==> src/rtl/phase_lock_if.sv <==
// phase_lock_if
// Bundles the measurement inputs and result outputs of one phase_lock_monitor.
//   enable_i     : measurement enable (master -> monitor)
//   ref_i, fb_i  : reference and ADPLL feedback square waves, asynchronous
//   phase_err_o  : signed offset in clock cycles, positive = fb lags ref
//   err_valid_o  : one-cycle pulse when phase_err_o is updated
//   locked_o     : lock indicator
//   slip_o       : one-cycle pulse on a cycle slip or measurement timeout
//   dbg_state_o  : current measurement FSM state, for observation only
// Handshake: there is no back-pressure. err_valid_o qualifies phase_err_o for
// exactly the one cycle it is high, and the consumer must take it then.
// locked_o and slip_o change only in a cycle where err_valid_o or slip_o is high.
interface phase_lock_if #(
    parameter int CNT_WIDTH = 8
);
    logic                 enable_i;
    logic                 ref_i;
    logic                 fb_i;
    logic [CNT_WIDTH-1:0] phase_err_o;
    logic                 err_valid_o;
    logic                 locked_o;
    logic                 slip_o;
    logic [1:0]           dbg_state_o;

    modport slave (
        input  enable_i, ref_i, fb_i,
        output phase_err_o, err_valid_o, locked_o, slip_o, dbg_state_o
    );

    modport master (
        output enable_i, ref_i, fb_i,
        input  phase_err_o, err_valid_o, locked_o, slip_o, dbg_state_o
    );
endinterface

==> src/rtl/phase_lock_monitor.sv <==
// phase_lock_monitor
// Measures the signed offset, in fpga_clk_i cycles, between rising edges of a
// reference stream and an ADPLL feedback stream, and declares lock after a run
// of in-tolerance measurements.
//   fpga_clk_i : system clock
//   reset_n_i  : asynchronous active-low reset
//   bus        : phase_lock_if slave modport (enable, ref/fb inputs, results)
module phase_lock_monitor #(
    parameter int CNT_WIDTH     = 8,
    parameter int TOL           = 4,
    parameter int LOCK_COUNT    = 16,
    parameter int UNLOCK_MISSES = 2
) (
    input  logic         fpga_clk_i,
    input  logic         reset_n_i,
    phase_lock_if.slave  bus
);
    localparam int GOOD_W = $clog2(LOCK_COUNT + 1);
    localparam int MISS_W = $clog2(UNLOCK_MISSES + 1);

    localparam logic [1:0] ST_WAIT     = 2'd0;
    localparam logic [1:0] ST_REF_LEAD = 2'd1;
    localparam logic [1:0] ST_FB_LEAD  = 2'd2;

    localparam logic [CNT_WIDTH-2:0] CNT_MAX = '1;
    localparam logic [CNT_WIDTH-2:0] TOL_V   = (CNT_WIDTH-1)'(TOL);
    localparam logic [GOOD_W-1:0]    LOCK_V  = GOOD_W'(LOCK_COUNT);
    localparam logic [MISS_W-1:0]    MISS_V  = MISS_W'(UNLOCK_MISSES);

    // Input conditioning: 2-flop synchronizer plus one delay flop per input.
    logic [1:0] ref_sync_q, fb_sync_q;
    logic       ref_dly_q, fb_dly_q;
    logic       ref_edge, fb_edge;

    always_ff @(posedge fpga_clk_i or negedge reset_n_i) begin
        if (!reset_n_i) begin
            ref_sync_q <= '0;
            fb_sync_q  <= '0;
            ref_dly_q  <= 1'b0;
            fb_dly_q   <= 1'b0;
        end else begin
            ref_sync_q <= {ref_sync_q[0], bus.ref_i};
            fb_sync_q  <= {fb_sync_q[0], bus.fb_i};
            ref_dly_q  <= ref_sync_q[1];
            fb_dly_q   <= fb_sync_q[1];
        end
    end

    assign ref_edge = ref_sync_q[1] & ~ref_dly_q;
    assign fb_edge  = fb_sync_q[1] & ~fb_dly_q;

    // Measurement FSM
    logic [1:0]           state_q, state_d;
    logic [CNT_WIDTH-2:0] cnt_q, cnt_d;
    logic                 emit, emit_neg, slip_ev;
    logic [CNT_WIDTH-2:0] emit_mag;
    logic [CNT_WIDTH-2:0] close_mag;
    logic [CNT_WIDTH-1:0] mag_ext, err_val;

    // The closing count saturates rather than wrapping when the far edge lands
    // on the cycle the counter is already at its maximum.
    assign close_mag = (cnt_q == CNT_MAX) ? CNT_MAX : cnt_q + 1'b1;

    always_comb begin
        state_d  = state_q;
        cnt_d    = cnt_q;
        emit     = 1'b0;
        emit_neg = 1'b0;
        emit_mag = '0;
        slip_ev  = 1'b0;
        if (!bus.enable_i) begin
            state_d = ST_WAIT;
            cnt_d   = '0;
        end else begin
            case (state_q)
                ST_WAIT: begin
                    if (ref_edge && fb_edge) begin
                        emit = 1'b1;
                    end else if (ref_edge) begin
                        cnt_d   = '0;
                        state_d = ST_REF_LEAD;
                    end else if (fb_edge) begin
                        cnt_d   = '0;
                        state_d = ST_FB_LEAD;
                    end
                end
                ST_REF_LEAD: begin
                    if (fb_edge) begin
                        emit     = 1'b1;
                        emit_mag = close_mag;
                        cnt_d    = '0;
                        state_d  = ST_WAIT;
                    end else if (ref_edge) begin
                        slip_ev = 1'b1;
                        cnt_d   = '0;
                    end else if (cnt_q == CNT_MAX) begin
                        emit     = 1'b1;
                        emit_mag = CNT_MAX;
                        slip_ev  = 1'b1;
                        cnt_d    = '0;
                        state_d  = ST_WAIT;
                    end else begin
                        cnt_d = cnt_q + 1'b1;
                    end
                end
                ST_FB_LEAD: begin
                    emit_neg = 1'b1;
                    if (ref_edge) begin
                        emit     = 1'b1;
                        emit_mag = close_mag;
                        cnt_d    = '0;
                        state_d  = ST_WAIT;
                    end else if (fb_edge) begin
                        slip_ev = 1'b1;
                        cnt_d   = '0;
                    end else if (cnt_q == CNT_MAX) begin
                        emit     = 1'b1;
                        emit_mag = CNT_MAX;
                        slip_ev  = 1'b1;
                        cnt_d    = '0;
                        state_d  = ST_WAIT;
                    end else begin
                        cnt_d = cnt_q + 1'b1;
                    end
                end
                default: begin
                    state_d = ST_WAIT;
                    cnt_d   = '0;
                end
            endcase
        end
    end

    assign mag_ext = {1'b0, emit_mag};
    assign err_val = emit_neg ? -mag_ext : mag_ext;

    // Lock qualification, evaluated on the measurement being emitted so that
    // locked_o moves in the same cycle as the err_valid_o that caused it.
    logic [GOOD_W-1:0] good_q, good_d;
    logic [MISS_W-1:0] miss_q, miss_d;
    logic              locked_q, locked_d;

    always_comb begin
        good_d   = good_q;
        miss_d   = miss_q;
        locked_d = locked_q;
        if (slip_ev) begin
            good_d   = '0;
            miss_d   = '0;
            locked_d = 1'b0;
        end else if (emit) begin
            if (emit_mag <= TOL_V) begin
                miss_d = '0;
                if (good_q != LOCK_V) begin
                    good_d = good_q + 1'b1;
                end
                if (good_q == LOCK_V || good_q + 1'b1 == LOCK_V) begin
                    locked_d = 1'b1;
                end
            end else begin
                good_d = '0;
                if (miss_q + 1'b1 == MISS_V) begin
                    miss_d   = '0;
                    locked_d = 1'b0;
                end else begin
                    miss_d = miss_q + 1'b1;
                end
            end
        end
    end

    logic [CNT_WIDTH-1:0] err_q;
    logic                 valid_q, slip_q;

    always_ff @(posedge fpga_clk_i or negedge reset_n_i) begin
        if (!reset_n_i) begin
            state_q  <= ST_WAIT;
            cnt_q    <= '0;
            good_q   <= '0;
            miss_q   <= '0;
            locked_q <= 1'b0;
            err_q    <= '0;
            valid_q  <= 1'b0;
            slip_q   <= 1'b0;
        end else begin
            state_q  <= state_d;
            cnt_q    <= cnt_d;
            good_q   <= good_d;
            miss_q   <= miss_d;
            locked_q <= locked_d;
            valid_q  <= emit;
            slip_q   <= slip_ev;
            if (emit) begin
                err_q <= err_val;
            end
        end
    end

    assign bus.phase_err_o = err_q;
    assign bus.err_valid_o = valid_q;
    assign bus.locked_o    = locked_q;
    assign bus.slip_o      = slip_q;
    assign bus.dbg_state_o = state_q;
endmodule

==> src/flat_wrapper.sv <==
// flat-port wrapper written by rule: the top's interface ports become plain ports
module phase_lock_monitor_flat 
#(
    parameter int CNT_WIDTH     = 8,
    parameter int TOL           = 4,
    parameter int LOCK_COUNT    = 16,
    parameter int UNLOCK_MISSES = 2
)
  (fpga_clk_i, reset_n_i, bus_enable_i, bus_ref_i, bus_fb_i, bus_phase_err_o, bus_err_valid_o, bus_locked_o, bus_slip_o, bus_dbg_state_o);
  phase_lock_if #(.CNT_WIDTH(CNT_WIDTH)) bus_i ();
  input  logic fpga_clk_i;
  input  logic reset_n_i;
  input wire logic [$bits(bus_i.enable_i)-1:0] bus_enable_i;
  input wire logic [$bits(bus_i.ref_i)-1:0] bus_ref_i;
  input wire logic [$bits(bus_i.fb_i)-1:0] bus_fb_i;
  output wire logic [$bits(bus_i.phase_err_o)-1:0] bus_phase_err_o;
  output wire logic [$bits(bus_i.err_valid_o)-1:0] bus_err_valid_o;
  output wire logic [$bits(bus_i.locked_o)-1:0] bus_locked_o;
  output wire logic [$bits(bus_i.slip_o)-1:0] bus_slip_o;
  output wire logic [$bits(bus_i.dbg_state_o)-1:0] bus_dbg_state_o;
  assign bus_i.enable_i = bus_enable_i;
  assign bus_i.ref_i = bus_ref_i;
  assign bus_i.fb_i = bus_fb_i;
  assign bus_phase_err_o = bus_i.phase_err_o;
  assign bus_err_valid_o = bus_i.err_valid_o;
  assign bus_locked_o = bus_i.locked_o;
  assign bus_slip_o = bus_i.slip_o;
  assign bus_dbg_state_o = bus_i.dbg_state_o;
  phase_lock_monitor #(.CNT_WIDTH(CNT_WIDTH), .TOL(TOL), .LOCK_COUNT(LOCK_COUNT), .UNLOCK_MISSES(UNLOCK_MISSES)) u_core (.fpga_clk_i(fpga_clk_i), .reset_n_i(reset_n_i), .bus(bus_i));
endmodule
==> config.mk <==
export PLATFORM = sky130hd
export DESIGN_NAME = phase_lock_monitor_flat
export DESIGN_NICKNAME = d
export VERILOG_FILES = /design/src/rtl/phase_lock_if.sv /design/src/rtl/phase_lock_monitor.sv /design/src/flat_wrapper.sv
export SDC_FILE = /design/constraint.sdc
export NUM_CORES = 1
export LEC_CHECK = 0
export BUFFER_PORTS_ARGS = -buffer_cell sky130_fd_sc_hd__buf_2
export CAP_MARGIN = 30
export CORE_MARGIN = 3
export CORE_UTILIZATION = 50
export CTS_BUF_LIST = sky130_fd_sc_hd__clkbuf_16
export CTS_CLUSTER_DIAMETER = 200
export DETAILED_ROUTE_END_ITERATION = 8
export GPL_ROUTABILITY_DRIVEN = 0
export HOLD_SLACK_MARGIN = 0.02
export PLACE_DENSITY = 0.72
export SLEW_MARGIN = 5
export SYNTH_ARGS = -nofsm -noshare
export SYNTH_HDL_FRONTEND = slang
export SYNTH_SLANG_ARGS = --single-unit
export TNS_END_PERCENT = 50
==> constraint.sdc <==
create_clock -name fpga_clk_i -period 2.5 [get_ports fpga_clk_i]
set_input_delay 0.5 -clock fpga_clk_i [delete_from_list [all_inputs] [get_ports fpga_clk_i]]
set_output_delay 0.5 -clock fpga_clk_i [all_outputs]
set_load 0.01 [all_outputs]
==> metrics.csv, run 1 <==
stage;metric;value;unit
run_status;status;completed;
yosys;synthArstFlopShare;100;%
critical_path;rrSetupSlack;0.08;ns
yosys;ys_types;55;
sta;max_freq;413;MHz
sta;slew_headroom;52.1;%
sta;finClkSkew;0.00475;ns
yosys;ys_seq_elements;33;
clock_tree;root_buffer;clkbuf_16;
route;ant_nets;0;
final_layout;final_common_cell;dfrtp_1;
grt;grt_util_all_layers;19.9;%
final_layout;stdcell_area;2440;um2
power_and_ir_drop;power_density;637;nW/um2
grt;grt_max_degree;34;
sta;finalCriticalPeriod;2.42;ns
grt;antenna_found_initial;0;
final_layout;drive_gt1_share;27.3;%
critical_path;cp-start-kind;flip-flop;
placement;port_buffers;17;
yosys;syn_area_per_cell;9.23;um2
clock_tree;cts_buffer_depth;2;
route;dr.first_iter.drc_count;121;
critical_path;cp_top_family;compound AO/OA/AOI/OAI gates;
critical_path;regToRegEndpoint;u_core.good_q[2];
yosys;syn_inst;217;
power_and_ir_drop;leakage;0.00111;uW
critical_path;critical_path_required;2.66;ns
critical_path;cp_slowest_cell;dfrtp_1;
critical_path;r2r-start;u_core.bus.dbg_state_o[0];
sta;finalHoldViolCount;0;
placement;placed_cell_area;2260;um2
clock_tree;cts.sinks;33;
final_layout;nNetsFinal;265;
yosys;synth_edf_count;0;
route;vias;1756;
yosys;yosysSeqAreaShare;41.2;%
sta;worstMarginPinSlew;0.718;ns
floorplan;rows;22;
critical_path;critPathMaxFanout;6;
power_and_ir_drop;switching_power;448;uW
placement;dp_hpwl;3.19;mm
power_and_ir_drop;switching_share;28.9;%
clock_tree;cts_buffers;5;
floorplan;start_util;53.1;%
clock_tree;cts_tree;yes;
power_and_ir_drop;sequentialPowerShare;39.8;%
sta;setup_viol;0;
floorplan;die_y;69.3;um
grt;gr-total-overflow;0;
clock_tree;cts-htree-levels;2;
power_and_ir_drop;power_frac_clock;36.8;%
critical_path;crit_start;u_core.bus.dbg_state_o[0];
yosys;synthFlopType;dfrtp_1;
grt;grt_pass1_vias;1675;
floorplan;die-area;4800;um2
final_layout;final_cell_mix;dfrtp_1, nand2_1, o21ai_0, buf_2, buf_4;
final_layout;antennaDiodeCount;0;
route;drt_pass1_iterations;5;
yosys;syn_area;2000;um2
route;routed_wirelength;4.48;mm
grt;grt_pass1_wl;7.81;mm
floorplan;core-area;3770;um2
critical_path;worstPathBufferInverterCount;2;
critical_path;cp_cell_sequence;inv_1 > ha_1 > and2_4 > nand2_1 > o22ai_4 > o21ai_2 > ha_4 > nor2_4 > o21ai_4 > buf_12 > a31o_2 > a22o_1;
sta;final.period_utilization;96.8;%
critical_path;r2r_cells;12;
critical_path;worstSetupEndpointType;flip-flop;
critical_path;crit_cells;12;
run;maxCapViolCount;0;
sta;holdWs;0.284;ns
route;routedWlPerCell;14.9;um
critical_path;arrival;2.58;ns
clock_tree;clk_latency;0.27;ns
final_layout;area_growth;21.8;%
hold_path;min_path_type;input pin to asynchronous set/reset pin;
yosys;synth_nets;230;
power_and_ir_drop;combPwrFrac;23.4;%
floorplan;io_pins;18;
critical_path;critPathCapture;u_core.good_q[2];
critical_path;critPathMaxStageDelay;0.34;ns
yosys;yosys_warnings;0;
power_and_ir_drop;ir_drop;309;uV
floorplan;die_w;69.3;um
clock_tree;clk_pin_slew;0.05;ns
sta;slew_violations;0;
power_and_ir_drop;p_int;1100;uW
route;drc;0;
critical_path;worstSetupPathType;flip-flop to flip-flop;
route;via_per_inst;5.83;
[layer usage]
layer  track usage, %  wire (um)  share of wire, %
met5                0          0                 0
met4             6.07         98               2.2
met3             4.20        258               5.8
met2             30.3       2080                47
met1             28.3       2040                45
[kinds of logic (layout without fill, tap and decap cells)]
group | after synthesis | count (layout) | share of synthesized area [%]
xor gates and xnor gates | 7 | 7 | 3.06
buffers and inverters | 20 | 56 | 4.25
AOI/OAI and AO/OA | 65 | 65 | 23.5
muxes | 2 | 2 | 1.12
DFF | 33 | 33 | 41.2
and+or+nand+nor | 82 | 82 | 21.8
adders and majority gates | 8 | 8 | 5.00
[synth_stat cells, types with 3 or more instances]
library cell,instances,area [um2]
ha_1,8,100
o31ai_1,3,22.5
nor2_1,13,48.8
nand3_1,8,40.0
nand2b_1,6,37.5
a31oi_1,7,43.8
xnor2_1,5,43.8
o21ai_0,21,105
a22o_1,4,35.0
nand2_1,27,101
a21oi_1,6,30.0
o22ai_1,4,25.0
and3_1,5,31.3
clkbuf_1,4,15.0
inv_1,13,48.8
nor3_1,3,15.0
dfrtp_1,33,826
[sequential cells by signal, summed over array words and instances (netlist names), 2 cells and up]
signal	cells
u_core.bus.dbg_state_o	2
u_core.cnt_q	7
u_core.good_q	5
u_core.bus.phase_err_o	8
u_core.fb_sync_q	2
u_core.miss_q	2
u_core.ref_sync_q	2
[power groups by stage]
stage | Combinational (uW) | Sequential (uW) | Clock (uW)
2_1_floorplan | 223 | 638 | 0
3_3_place_gp | 348 | 627 | 0
3_5_place_dp | 357 | 628 | 0
4_1_cts | 363 | 619 | 580
5_1_grt | 409 | 626 | 607
6_report | 363 | 619 | 572
[worst min-delay path by stage]
stage / from / endpoint / cells after the start
final: reset_n_i / u_core.fb_sync_q[1] / 1
after global routing: bus_ref_i / u_core.ref_sync_q[0] / 1
after CTS: reset_n_i / u_core.cnt_q[2] / 1
after detailed placement: u_core.ref_sync_q[0] / u_core.ref_sync_q[1] / 0
after global placement: u_core.ref_sync_q[0] / u_core.ref_sync_q[1] / 0
after floorplan: reset_n_i / u_core.bus.dbg_state_o[0] / 0
[area by class of cell]
type | instances | area [um2]
tap | 48 | 60.1
multi-input combinational | 164 | 1130
timing repair buffer | 35 | 233
sequential | 33 | 826
fill | 306 | 1330
inverter | 13 | 48.8
clock buffer | 5 | 125
clock inverter | 3 | 17.5
[worst reg2reg max path, cell delays in order (launching register included)]
cell	delay [ns]
dfrtp_1	0.34
inv_1	0.06
ha_1	0.27
and2_4	0.16
nand2_1	0.09
o22ai_4	0.22
o21ai_2	0.12
ha_4	0.21
nor2_4	0.12
o21ai_4	0.10
buf_12	0.16
a31o_2	0.24
a22o_1	0.22
[stage by stage]
stage,total power [uW],instances,setup TNS (ns),utilization (%),setup WS (ns)
3_3_place_gp,975,292,0,59.8,0.0893
5_1_grt,1640,301,-0.0179,64.7,-0.0179
6_report,1550,301,0,64.7,0.0812
4_1_cts,1560,300,0,63.8,0.0352
2_1_floorplan,861,217,0,-,0.0177
3_5_place_dp,985,292,0,59.8,0.00304
[what timing repair did]
item,CTS,global route
buffers inserted,0,1
pin swaps,0,3
hold buffers,0,0
gates resized for setup,1,3
endpoints found under the setup margin,2,9
Power figures use the tool's default switching activity.
==> inputs of run 2 (changes only) <==
--- a/config.mk
+++ b/config.mk
@@ -14,7 +14,7 @@
 export DETAILED_ROUTE_END_ITERATION = 8
 export GPL_ROUTABILITY_DRIVEN = 0
 export HOLD_SLACK_MARGIN = 0.02
-export PLACE_DENSITY = 0.72
+export PLACE_DENSITY = 0.69
 export SLEW_MARGIN = 5
 export SYNTH_ARGS = -nofsm -noshare
 export SYNTH_HDL_FRONTEND = slang
==> constraint.sdc (replaced) <==
create_clock -name fpga_clk_i -period 2.6 [get_ports fpga_clk_i]
set_input_delay 0.52 -clock fpga_clk_i [delete_from_list [all_inputs] [get_ports fpga_clk_i]]
set_output_delay 0.52 -clock fpga_clk_i [all_outputs]
set_load 0.01 [all_outputs]
==> metrics.csv, run 2 (synthesis results as in run 1) <==
stage;metric;value;unit;change
floorplan;io_pins;18;;unchanged
sta;worstMarginPinSlew;0.715;ns;-0.00304 ns
sta;slew_violations;0;;unchanged
placement;dp_cells;287;;-1.7%
sta;slew_headroom;52.0;%;-0.12 points
clock_tree;cts-htree-levels;2;;unchanged
run_status;status;completed;;
route;routedWlPerCell;14.2;um;-4.7%
route;via_per_inst;5.64;;-3.3%
clock_tree;clk_latency;0.27;ns;about the same
run;maxCapViolCount;0;;unchanged
grt;grt_max_degree;34;;unchanged
power_and_ir_drop;ir_drop;349;uV;+13%
clock_tree;cts_buffer_depth;2;;unchanged
critical_path;rrSetupSlack;0.22;ns;+0.14 ns
critical_path;worstSetupEndpointType;flip-flop;;
sta;setup_viol;0;;unchanged
sta;holdWs;0.305;ns;+0.0211 ns
floorplan;die-area;4800;um2;unchanged
final_layout;instances_no_fill;296;;-1.7%
sta;final.period_utilization;91.4;%;-5.4 points
critical_path;critical_path_required;2.75;ns;+0.09 ns
route;vias;1669;;-5.0%
final_layout;regArea;826;um2;unchanged
critical_path;cp_slowest_cell;dfrtp_1;;
clock_tree;cts_tree;yes;;
critical_path;cp_cell_sequence;ha_1 > and2_2 > a31oi_4 > o22ai_4 > o21ai_0 > ha_2 > buf_4 > a41oi_2 > xnor2_1 > a221o_1;;
critical_path;cp-start-kind;flip-flop;;
grt;grt_pass1_wl;7.54;mm;-3.4%
route;ant_nets;0;;unchanged
final_layout;multi_input_area;1130;um2;-0.22%
final_layout;nNetsFinal;260;;-1.9%
critical_path;regToRegEndpoint;u_core.bus.phase_err_o[6];;
sta;finalCriticalPeriod;2.38;ns;-0.0431 ns
floorplan;rows;22;;unchanged
critical_path;crit_start;u_core.cnt_q[1];;
sta;rsz0062_at_grt;no;;
critical_path;critPathMaxStageDelay;0.40;ns;+0.06 ns
route;dr.first_iter.drc_count;91;;-25%
final_layout;final_cell_mix;dfrtp_1, nand2_1, o21ai_0, buf_2, inv_1;;
placement;port_buffers;17;;unchanged
clock_tree;cts_hold_buf;0;;unchanged
clock_tree;clk_pin_slew;0.05;ns;about the same
power_and_ir_drop;power_density;623;nW/um2;-2.1%
floorplan;core-area;3770;um2;unchanged
grt;gr-total-overflow;0;;unchanged
final_layout;antennaDiodeCount;0;;unchanged
critical_path;r2r_cells;10;;-2
grt;grt_util_all_layers;19.1;%;-0.80 points
route;drt_pass1_iterations;4;;-1
critical_path;arrival;2.53;ns;-0.05 ns
final_layout;drive_gt1_share;25.0;%;-2.3 points
sta;tns;0;ns;unchanged
final_layout;fillers;324;;+5.9%
clock_tree;cts_buffers;5;;unchanged
grt;antenna_found_initial;0;;unchanged
sta;finClkSkew;0.00415;ns;-0.000599 ns
clock_tree;cts.sinks;33;;unchanged
final_layout;final_common_cell;dfrtp_1;;
placement;dp_hpwl;3.09;mm;-3.1%
final_layout;area_growth;18.8;%;
sta;finalHoldViolCount;0;;unchanged
power_and_ir_drop;leakage;0.00107;uW;-3.7%
route;drc;0;;unchanged
route;routed_wirelength;4.20;mm;-6.3%
critical_path;critPathMaxFanout;5;;-1
final_layout;largest_reg_flops;8;;unchanged
critical_path;critPathCapture;u_core.bus.phase_err_o[6];;
floorplan;die_y;69.3;um;unchanged
grt;grt_pass1_vias;1615;;-3.6%
floorplan;start_util;53.1;%;unchanged
clock_tree;root_buffer;clkbuf_16;;
critical_path;worstSetupPathType;flip-flop to flip-flop;;
sta;max_freq;421;MHz;+1.8%
critical_path;r2r-start;u_core.cnt_q[1];;
floorplan;die_w;69.3;um;unchanged
hold_path;min_path_type;input pin to asynchronous set/reset pin;;
==> run 2: area by class of cell <==
cell class / instances / area share (%)
inverter: 13 / 2.05
sequential: 33 / 34.7
timing repair buffer: 29 / 7.36
tap: 48 / 2.52
clock buffer: 5 / 5.26
clock inverter: 3 / 0.736
multi-input combinational: 165 / 47.4
==> run 2: worst min-delay path by stage <==
stage               cells past startpoint                 start                         to
finish                                  1             reset_n_i  u_core.bus.dbg_state_o[0]
CTS                                     1             reset_n_i           u_core.good_q[3]
global placement                        0  u_core.ref_sync_q[0]       u_core.ref_sync_q[1]
global route                            0   u_core.fb_sync_q[0]        u_core.fb_sync_q[1]
detailed placement                      0   u_core.fb_sync_q[0]        u_core.fb_sync_q[1]
floorplan                               0             reset_n_i  u_core.bus.dbg_state_o[0]
==> run 2: per-layer routing <==
layer	share of wire, %	GRT usage, %	wire length [um]
met1	48	26.4	2030
met2	46	29.3	1920
met3	4.0	4.49	167
met4	2.0	6.51	82
met5	0	0	0
==> run 2: critical path: cells and delay by family, from the launching register on <==
kind / cells / cell delay (ns)
adders and majority gates: 2 / 0.45
buffers and inverters: 1 / 0.14
AOI/OAI and AO/OA: 5 / 0.85
and+or+nand+nor: 1 / 0.23
xor gates and xnor gates: 1 / 0.17
DFF: 1 / 0.40
==> run 2: power breakdown <==
group | internal [uW] | leakage, uW | switching, uW
registers | 561 | 0.000430 | 35.0
logic | 145 | 0.000574 | 189
clock network | 350 | 0.0000696 | 202
==> run 2: through the flow <==
stage	utilization (%)	setup WS, ns	total power (uW)	cell area (um2)
floorplan	-	0.00724	822	2010
CTS	62.2	0.148	1500	2350
finish	63.1	0.224	1480	2380
global route	63.1	0.000984	1570	2380
global placement	58.5	0.219	934	2200
detailed placement	58.5	0.163	938	2200
==> run 2: timing repair <==
item	CTS	global route
setup endpoints to repair	0	5
buffers inserted	0	0
resized for setup	0	5
==> inputs of run 3 (changes only) <==
--- a/config.mk
+++ b/config.mk
@@ -15,6 +15,7 @@
 export GPL_ROUTABILITY_DRIVEN = 0
 export HOLD_SLACK_MARGIN = 0.02
 export PLACE_DENSITY = 0.69
+export RECOVER_POWER = 100
 export SLEW_MARGIN = 5
 export SYNTH_ARGS = -nofsm -noshare
 export SYNTH_HDL_FRONTEND = slang
==> metrics.csv, run 3 (synthesis results as in run 1) <==
stage;metric;value;unit;change
power_and_ir_drop;leakage;0.00101;uW;-5.8%
grt;grt_pass1_wl;7.54;mm;unchanged
sta;setup_viol;0;;unchanged
route;routed_wirelength;4.19;mm;-0.17%
grt;grt_max_degree;34;;unchanged
clock_tree;cts_buffers;5;;unchanged
placement;place_ws;0.163;ns;unchanged
floorplan;die_w;69.3;um;unchanged
clock_tree;root_buffer;clkbuf_16;;
clock_tree;clk_pin_slew;0.05;ns;about the same
final_layout;antennaDiodeCount;0;;unchanged
grt;grt_pass1_vias;1615;;unchanged
route;dr.first_iter.drc_count;86;;-5.5%
grt;grt_util_all_layers;19.1;%;unchanged
clock_tree;cts_tree;yes;;
sta;finClkSkew;0.00415;ns;-0.00000175 ns
sta;tns;0;ns;unchanged
critical_path;arrival;2.57;ns;+0.04 ns
sta;holdWs;0.347;ns;+0.0416 ns
run_status;violations;max-capacitance violations, max-slew violations;;
sta;worst_slack;0.193;ns;-0.0312 ns
route;drc;0;;unchanged
hold_path;min_path_type;flip-flop to flip-flop;;
grt;gr-total-overflow;0;;unchanged
clock_tree;cts-htree-levels;2;;unchanged
final_layout;fillers;332;;+2.5%
clock_tree;clk_latency;0.27;ns;about the same
sta;slew_headroom;-15.7;%;-68 points
final_layout;area_growth;17.2;%;
clock_tree;cts_buffer_depth;2;;unchanged
critical_path;worstSetupPathType;flip-flop to flip-flop;;
floorplan;rows;22;;unchanged
sta;final.period_utilization;92.6;%;+1.2 points
final_layout;final_cell_mix;dfrtp_1, nand2_1, o21ai_0, clkbuf_1, inv_1;;
run_status;status;finished, violations left;;
sta;rsz0062_at_grt;no;;
route;vias;1680;;+0.66%
floorplan;die_y;69.3;um;unchanged
final_layout;nNetsFinal;260;;unchanged
final_layout;drive_gt1_share;18.5;%;-6.5 points
sta;slew_violations;34;;+34
route;routedWlPerCell;14.1;um;-0.17%
power_and_ir_drop;ir_drop;349;uV;about the same
route;drt_pass1_iterations;4;;unchanged
placement;dp_hpwl;3.09;mm;unchanged
power_and_ir_drop;power_density;625;nW/um2;+0.35%
final_layout;largest_reg_flops;8;;unchanged
sta;finalHoldViolCount;0;;unchanged
floorplan;start_util;53.1;%;unchanged
critical_path;cp-start-kind;flip-flop;;
grt;antenna_found_initial;0;;unchanged
critical_path;worstSetupEndpointType;flip-flop;;
critical_path;critical_path_required;2.76;ns;about the same
floorplan;io_pins;18;;unchanged
sta;worstMarginPinSlew;1.74;ns;+1.02 ns
route;via_per_inst;5.68;;+0.66%
final_layout;final_common_cell;dfrtp_1;;
run;maxCapViolCount;1;;+1
route;ant_nets;0;;unchanged
sta;max_freq;415;MHz;-1.3%
clock_tree;cts.sinks;33;;unchanged
critical_path;critPathMaxFanout;5;;unchanged
placement;port_buffers;17;;unchanged
floorplan;die-area;4800;um2;unchanged
floorplan;core-area;3770;um2;unchanged
sta;finalCriticalPeriod;2.41;ns;+0.0312 ns
## run 3: changes by cell type in the layout (fill, tap and decap cells not counted)
cell / previous run / this run
a311o_1: 0 / 1
buf_2: 17 / 5
nor2_2: 0 / 1
a311o_2: 1 / 0
clkbuf_1: 0 / 15
buf_4: 12 / 9
nor2_4: 1 / 0
## run 3: routing by layer
metal | track usage (%) | share of wire, % | up-vias
li1 | - | - | 844
met2 | 29.3 | 46 | 37
met5 | 0 | 0 | -
met4 | 6.51 | 2.0 | 0
met1 | 26.4 | 48 | 791
met3 | 4.49 | 4.0 | 8
## run 3: stage by stage
stage / utilization (%) / power [uW] / instance area (um2) / std cells
2_1_floorplan: - / 822 / 2010 / 217
3_3_place_gp: 58.5 / 934 / 2200 / 287
3_5_place_dp: 58.5 / 938 / 2200 / 287
4_1_cts: 62.2 / 1500 / 2350 / 295
5_1_grt: 62.2 / 1560 / 2350 / 296
6_report: 62.2 / 1470 / 2350 / 296
## run 3: critical path, stage by stage, from the launching register on
cell and delay [ns]:
dfrtp_1 0.34, inv_1 0.06, ha_1 0.28, and2_2 0.18, nand2_1 0.10, o22ai_4 0.16, o21ai_0 0.13, ha_2 0.22
nor2_2 0.20, o21ai_4 0.11, a31o_2 0.26, mux2_2 0.26
## run 3: final timing paths
check / from / depth (start not counted) / slack [ns] / to
min reg2reg: u_core.fb_sync_q[0] / 0 / 0.35 / u_core.fb_sync_q[1]
max reg2reg: u_core.bus.dbg_state_o[0] / 11 / 0.19 / u_core.good_q[0]
min in group asynchronous: reset_n_i / 1 / 0.70 / u_core.bus.dbg_state_o[0]
min: u_core.fb_sync_q[0] / 0 / 0.35 / u_core.fb_sync_q[1]
max in group asynchronous: reset_n_i / 1 / 0.90 / u_core.bus.phase_err_o[6]
max: u_core.bus.dbg_state_o[0] / 11 / 0.19 / u_core.good_q[0]
## run 3: report_power, final
part	total, uW	internal, uW	switching [uW]
clock	552	350	202
sequential	596	561	34.8
combinational	320	131	189
total	1470	1040	426
## run 3: final cells by class
cell class | instances | area, um2 | area share [%]
clock buffer | 5 | 125 | 5.33
clock inverter | 3 | 17.5 | 0.746
timing repair buffer | 29 | 149 | 6.34
tap | 48 | 60.1 | 2.56
sequential | 33 | 826 | 35.2
multi-input combinational | 165 | 1120 | 47.8
inverter | 13 | 48.8 | 2.08
## run 3: timing repair
item | in CTS | in global routing
setup buffers | 0 | 0
hold buffers | 0 | 0
gates resized for setup | 0 | 5
endpoints found under the setup margin | 0 | 5
